## src/rtl/lzc_pattern_gen.sv

```systemverilog
// Frame generator driving an LZC input: emits `word` beats whose MSB-first
// leading-zero count equals the clamped target, followed by LFSR filler bits.
module lzc_pattern_gen #(
  parameter int          width    = 8,
  parameter int          word     = 32,
  parameter logic [15:0] DEF_SEED = 16'hACE1
) (
  input  logic             i_clk,
  input  logic             i_rst_n,
  input  logic             i_start,
  input  logic [8:0]       i_target,
  input  logic             i_mode_in,
  input  logic [15:0]      i_seed,
  input  logic             i_stall,
  output logic             o_mode,
  output logic             o_ivalid,
  output logic [width-1:0] o_data,
  output logic             o_busy,
  output logic             o_done,
  output logic [8:0]       o_exp_zeros
);

  localparam int            KW     = (word > 1) ? $clog2(word) : 1;
  localparam logic [8:0]    TOTAL  = 9'(width * word);
  localparam logic [KW-1:0] K_LAST = KW'(word - 1);

  typedef enum logic [1:0] {IDLE, SEND, FIN} state_t;

  state_t            r_state, w_state_next;
  logic [KW-1:0]     r_k, w_k_next;
  logic [15:0]       r_lfsr, w_lfsr_next;
  logic [8:0]        r_t, w_t_next;
  logic              r_mode_lat, w_mode_lat_next;
  logic              r_last, w_last_next;

  logic              r_mode, w_mode_next;
  logic              r_ivalid, w_ivalid_next;
  logic [width-1:0]  r_data, w_data_next;
  logic              r_busy, w_busy_next;
  logic              r_done, w_done_next;
  logic [8:0]        r_exp_zeros, w_exp_zeros_next;

  logic [15:0]       w_seed_eff;
  logic [8:0]        w_t_clamp;
  logic [KW-1:0]     w_src_k;
  logic [8:0]        w_src_t;
  logic [15:0]       w_src_lfsr;
  logic [15:0]       w_lfsr_step;
  logic [8:0]        w_base;
  logic [width-1:0]  w_beat;
  logic              w_emit_slot;

  assign w_seed_eff = (i_seed == 16'h0000) ? DEF_SEED : i_seed;
  assign w_t_clamp  = (i_target > TOTAL) ? TOTAL : i_target;

  // On the accepting edge the first beat is built straight from the inputs.
  assign w_src_k    = (r_state == IDLE) ? '0         : r_k;
  assign w_src_t    = (r_state == IDLE) ? w_t_clamp  : r_t;
  assign w_src_lfsr = (r_state == IDLE) ? w_seed_eff : r_lfsr;

  assign w_lfsr_step = {1'b0, w_src_lfsr[15:1]} ^ (w_src_lfsr[0] ? 16'hB400 : 16'h0000);
  assign w_base      = 9'(32'(w_src_k) * width);

  generate
    for (genvar gi = 0; gi < width; gi++) begin : g_bit
      localparam logic [8:0] OFF = 9'(width - 1 - gi);
      logic [8:0] w_pos;
      assign w_pos = w_base + OFF;
      assign w_beat[gi] = (w_pos < w_src_t) ? 1'b0 :
                          (w_pos == w_src_t) ? 1'b1 : w_src_lfsr[gi];
    end
  endgenerate

  always_comb begin
    w_state_next     = r_state;
    w_k_next         = r_k;
    w_lfsr_next      = r_lfsr;
    w_t_next         = r_t;
    w_mode_lat_next  = r_mode_lat;
    w_last_next      = r_last;
    w_ivalid_next    = 1'b0;
    w_data_next      = '0;
    w_done_next      = 1'b0;
    w_exp_zeros_next = r_exp_zeros;
    w_emit_slot      = 1'b0;

    case (r_state)
      IDLE: begin
        if (i_start) begin
          w_state_next    = SEND;
          w_t_next        = w_t_clamp;
          w_mode_lat_next = i_mode_in;
          w_k_next        = '0;
          w_lfsr_next     = w_seed_eff;
          w_last_next     = 1'b0;
          w_emit_slot     = 1'b1;
        end
      end
      SEND: begin
        if (r_last) begin
          w_state_next     = FIN;
          w_done_next      = 1'b1;
          w_exp_zeros_next = r_t;
        end else begin
          w_emit_slot = 1'b1;
        end
      end
      FIN:     w_state_next = IDLE;
      default: w_state_next = IDLE;
    endcase

    // A stalled slot leaves k and the LFSR untouched and drives a zero bubble.
    if (w_emit_slot && !i_stall) begin
      w_ivalid_next = 1'b1;
      w_data_next   = w_beat;
      w_k_next      = w_src_k + 1'b1;
      w_lfsr_next   = w_lfsr_step;
      w_last_next   = (w_src_k == K_LAST);
    end

    w_busy_next = (w_state_next != IDLE);
    w_mode_next = (w_state_next != IDLE) ? w_mode_lat_next : 1'b0;
  end

  always_ff @(posedge i_clk or negedge i_rst_n) begin
    if (!i_rst_n) begin
      r_state     <= IDLE;
      r_k         <= '0;
      r_lfsr      <= DEF_SEED;
      r_t         <= '0;
      r_mode_lat  <= 1'b0;
      r_last      <= 1'b0;
      r_mode      <= 1'b0;
      r_ivalid    <= 1'b0;
      r_data      <= '0;
      r_busy      <= 1'b0;
      r_done      <= 1'b0;
      r_exp_zeros <= '0;
    end else begin
      r_state     <= w_state_next;
      r_k         <= w_k_next;
      r_lfsr      <= w_lfsr_next;
      r_t         <= w_t_next;
      r_mode_lat  <= w_mode_lat_next;
      r_last      <= w_last_next;
      r_mode      <= w_mode_next;
      r_ivalid    <= w_ivalid_next;
      r_data      <= w_data_next;
      r_busy      <= w_busy_next;
      r_done      <= w_done_next;
      r_exp_zeros <= w_exp_zeros_next;
    end
  end

  assign o_mode      = r_mode;
  assign o_ivalid    = r_ivalid;
  assign o_data      = r_data;
  assign o_busy      = r_busy;
  assign o_done      = r_done;
  assign o_exp_zeros = r_exp_zeros;

endmodule

```

## config.mk

```make
export PLATFORM = sky130hd
export DESIGN_NAME = lzc_pattern_gen
export DESIGN_NICKNAME = d
export VERILOG_FILES = /design/src/rtl/lzc_pattern_gen.sv
export SDC_FILE = /design/constraint.sdc
export NUM_CORES = 1
export LEC_CHECK = 0
export CORE_UTILIZATION = 55
export CTS_CLUSTER_SIZE = 14
export DETAILED_ROUTE_END_ITERATION = 6
export PLACE_DENSITY = 0.82
export SYNTH_ARGS = -nofsm -noshare
export SYNTH_HDL_FRONTEND = slang
export SYNTH_SLANG_ARGS = --single-unit
export TNS_END_PERCENT = 100
```

## constraint.sdc

```tcl
create_clock -name i_clk -period 5.1 [get_ports i_clk]
set_input_delay 0.51 -clock i_clk [delete_from_list [all_inputs] [get_ports i_clk]]
set_output_delay 0.51 -clock i_clk [all_outputs]
set_load 0.01 [all_outputs]
```

* Word-level counts from Yosys, hierarchy flattened
Index checks and enable logic that the tools add are counted.
Word-level totals: register bits after elaboration 55, bits of input ports 30, output and inout bits 21, word-level logic and storage cells 94
Cells by class: $add $sub $neg 8, $lt $le $gt $ge 9, equal/unequal tests 10, mux-type cells 44, bitwise operators 1, reductions and logical operators 10
Operators with widths (count):
- $mux W16 | 6
- $eq A9 B9 Y1 | 7
- $lt A9 B9 Y1 | 7
- $add A8 B3 Y9 const B | 4
- $mux W1 | 27
- $mux W5 | 4
- $add A8 B2 Y9 const B | 2
- $mux W9 | 2
- $logic_not A16 Y1 | 1
- $xor A15 B16 Y16 | 1
- $add A8 B1 Y9 const B | 1
- $eq A8 B9 Y1 | 1
- $gt A9 B9 Y1 const B | 1
- $lt A8 B9 Y1 | 1
- $mux W8 | 1
- $reduce_and A2 Y1 | 3
- $reduce_bool A2 Y1 | 3
- $add A5 B1 Y5 const B | 1
- $eq A5 B5 Y1 const B | 1
- $mux W2 | 2
- $pmux W2 S2 | 1
- $eq A2 B1 Y1 const B | 1
- $logic_not A2 Y1 | 1
- $pmux W1 S2 | 1
- 2 further kinds | 2

* Logic depth before layout (Yosys ltp)
word-level depth 7, mapped depth 11, gate-level depth less buffers 8

* Least setup slack after synthesis
Ideal clock, no wire load.
path type reg-to-reg, from reg r_state[0], to reg r_data[2] (netlist: o_data[2]), setup time 0.082 ns, data arrival time 2.790 ns, data required time 5.018 ns, path slack 2.228 ns, stages on the path, launching flop included 12, path buffers 3, period minus slack after synthesis 2.872 ns, cells stage by stage dfrtp_1 > or2_2 > clkbuf_1 > clkbuf_1 > clkbuf_1 > nor3b_1 > a21oi_1 > ha_1 > nand3_1 > nor4b_2 > o211ai_1 > a31oi_1
Between the ends: word-level cells in the longest chain between the ends 7, elaborated cells between the ends (all ways) 13, classes of those cells add/sub: 1; order compare: 1; eq/ne: 2; mux: 7; reduce/logical: 2
RTL lines:
- start, declared | RTL line 29 | state_t r_state, w_state_next;
- start signal, assigned | RTL line 140 | r_state <= w_state_next;
- parallel branches: the longest is 6 deep, another holds $add A8 B3 Y9
- $mux W8 * | RTL line 113 | if (w_emit_slot && !i_stall) begin
- via w_data_next[2] | RTL line 38 | logic [width-1:0] r_data, w_data_next;
- end signal, assigned | RTL line 148 | r_data <= w_data_next;
- end, declared | RTL line 38
Mark *: on every way through the listed nets, which the timed path passes. A chain may end at the register's enable or synchronous reset.

* Worst setup path after layout
from reg r_state[0], to reg r_data[4] (netlist: o_data[4])
Between the ends: word-level cells in the longest chain between the ends 7, elaborated cells between the ends (all ways) 13, classes of those cells add/sub: 1; order compare: 1; eq/ne: 2; mux: 7; reduce/logical: 2
RTL lines (RTL line):
- parallel branches: the longest is 6 deep, another holds $add A8 B2 Y9
- $mux W8 * | 113
- via w_data_next[4] | 38
Marked as above.

==> flow_summary_export.csv <==
group,metric,value,unit
run_status,outcome,"finished, final reports clean",
layout,syn_to_final_growth,20.7,%
place,port_buffers,50,
worst_setup_path,slowest_delay,720,ps
power,p_total,1.92,mW
place,dp.cells,415,
floorplanning,core_area,5200,sq um
grt,antenna_found_initial,0,
clocking,cts_tree,"yes",
timing,timing.final.ws_setup,1830,ps
layout,drive_above_1_share,10.5,%
yosys,syn_area,3010,sq um
worst_setup_path,worstReg2RegStart,"r_state[0]",
yosys,yosysSeqAreaShare,46.0,%
place,dp_hpwl,4.99,mm
clocking,post_cts_buffers,0,
worst_setup_path,crit_top_cell,"a21oi_1",
yosys,synth_edf_count,0,
clocking,clkLatencyLatePin,310,ps
yosys,yosysWarnings,0,
clocking,clock_sink_count,55,
yosys,synth_cells,311,
worst_setup_path,start_kind,"flop",
layout,post-route-util,69.9,%
worst_setup_path,cp_max_fo,26,
yosys,synth_common_cells,"nand2_1 (57), dfrtp_1 (47), o21ai_0 (18)",
yosys,synth.top_cells.by_area,"dfrtp_1 (39%), nand2_1 (7.1%), dfstp_2 (7.0%), o221ai_1 (3.5%), ha_1 (3.3%)",
worst_setup_path,critPathRequiredTime,5320,ps
worst_setup_path,critical-path-top-delay-family,"simple AND/OR/NAND/NOR gates",
worst_setup_path,reg2regPathDepth,8,
power,p_per_area,527,nW/um^2
run,max_cap_viol_count,0,
yosys,synth_most_common_cell,"nand2_1",
drt,drc,0,
worst_setup_path,timing.rr.end,"o_data[4]",
layout,final_area,3640,sq um
floorplanning,rows,26,
place,post-place-ws,1880,ps
floorplanning,start_util,57.9,%
timing,fin_skew,13.8,ps
clocking,clkSlewWorstSetupHoldPaths,100,ps
grt,first_global_vias,2479,
worst_setup_path,cp_num_buf_inv,0,
yosys,yosysTopAreaCell,"dfrtp_1",
layout,fin_nets,390,
min_path,min_path_type,"in2async",
timing,hold_violations,0,
worst_setup_path,crit_chain,"or2_2, nor3b_1, a21oi_1, ha_1, nand3_1, nor4b_2, o21ai_0, a21oi_1",
place,gp_congestion,0.883,
clocking,cts_resized,0,
timing,worst_pin_slew,776,ps
worst_setup_path,critPathKind,"reg2reg",
yosys,synth_nets,349,
timing,grt_setup_unrepaired,"false",
clocking,cts_buffers,5,
layout,layoutNonFillerInstCount,423,
clocking,cts.path.max_buffers,2,
floorplanning,io_pins,51,
grt,grt.total_usage,26.5,%
floorplanning,die_area,5780,sq um
yosys,async_flop_share,100,%
place,placed_cell_area,3550,sq um
drt,viasPerCell,6.13,
worst_setup_path,cp-end-kind,"flop",
drt,drt-initial-drc-count,404,
timing,tns,0,ps
timing,hold_ws,313,ps
floorplanning,die-height,76.0,microns
power,ir_worst_vdd,0.283,mV
timing,setup_viol,0,
clocking,cts-root-buf,"clkbuf_8",
worst_setup_path,critical_path_depth,8,
worst_setup_path,critPathSlowestCell,"nor4b_2",
drt,drt-pass1-iter-count,5,
yosys,synth_ff_type,"dfrtp_1",
clocking,htree_num_levels,2,
floorplanning,dieWidth,76.0,microns
worst_setup_path,arrival,3500,ps
clocking,cts_hold_buf,0,
layout,antenna_cells,0,
power,power_leakage,1.53,nW
drt,routedWlPerCell,16.6,microns
drt,detail-route-antenna-nets,0,
yosys,synth_top_area_share,39.0,%
yosys,synth_cell_types,52,
yosys,ys_ff_latch,55,
worst_setup_path,reg2reg_slack,1830,ps
grt,gr-total-overflow,0,
timing,fin_crit_sh,64.2,%
timing,min_period,3270,ps
grt,grt_max_degree,56,
drt,wirelength,7.03,mm
timing,slew_viol_final,0,
timing,fmax,305,MHz
yosys,postSynthAreaPerCell,9.69,sq um
drt,via_count,2594,
grt,grt_first_pass_wirelength,12.2,mm
timing,max_slew_margin,48.1,%
[sequential cells by signal (all words and copies together) (netlist names), 2 cells and up]
| register | count |
|---|---|
| r_state | 2 |
| r_k | 5 |
| o_data | 8 |
| o_exp_zeros | 9 |
| r_lfsr | 16 |
| r_t | 9 |
[layout by cell type (no fill, tap or decap), types with 4 or more instances in the layout]
master,netlist,layout
dfstp_2,8,8
nor2_1,9,9
mux2_2,4,4
mux2i_1,9,9
clkdlybuf4s50_1,0,49
inv_1,7,7
dfrtp_1,47,47
nand2_1,57,57
nand3b_1,4,4
nand2b_1,7,7
o21ai_0,18,18
nand4_1,5,5
clkbuf_8,0,6
o221ai_1,12,12
o21ai_1,5,5
xnor2_1,4,4
a31oi_1,5,5
nor3b_1,4,4
ha_1,8,8
or2_2,4,4
and2_1,6,6
a21oi_1,9,9
or4_1,4,4
nand3_1,9,9
o22ai_1,4,4
[worst reg2reg max path, cell delays in order (launching register included)]
cell     delay (ps)
dfrtp_1         560
or2_2           600
nor3b_1         280
a21oi_1          70
ha_1            350
nand3_1         150
nor4b_2         720
o21ai_0         220
a21oi_1         240
[worst max path at each step]
stage,endpoint,slack [ps],from
after floorplan,o_data[2],2230,r_state[0]
final,o_data[4],1830,r_state[0]
after global routing,o_data[4],1530,r_state[0]
after CTS,o_data[2],1910,r_state[0]
after global placement,o_data[4],1930,i_target[8]
after detailed placement,o_data[2],1880,i_target[8]
[power by group]
| group | internal [mW] | switching, mW | total [mW] |
|---|---|---|---|
| registers | 0.631 | 0.117 | 0.749 |
| clock network | 0.110 | 0.133 | 0.242 |
| logic | 0.422 | 0.503 | 0.925 |
| total | 1.16 | 0.753 | 1.92 |
[cell type report]
cell class,instances,area [sq um]
Clock buffer,7,86.3
Inverter,8,30.0
Clock inverter,1,5.00
Timing Repair Buffer,53,518
Multi-Input combinational cell,229,1520
Tap cell,70,87.6
Fill cell,410,1570
Sequential cell,55,1390
[logic make-up after synthesis]
group	after synthesis	synth area share, %
simple gates	121	20.8
fa+ha+maj	8	3.32
mux	13	4.49
flops	55	46.0
buf+inv	27	3.61
compound gates	82	20.3
xor+xnor	5	1.45
[layer usage]
layer  up-vias  GRT usage (%)  wire length, microns  part of all wire, %
li1       1216              -                     -                    -
met1      1262           37.4                  3200                   46
met2        98           41.4                  3270                   47
met3        18           4.19                   397                  5.6
met4         0           10.4                   162                  2.3
met5         -              0                     0                    0
No activity file was read; power rests on OpenSTA's default activity.
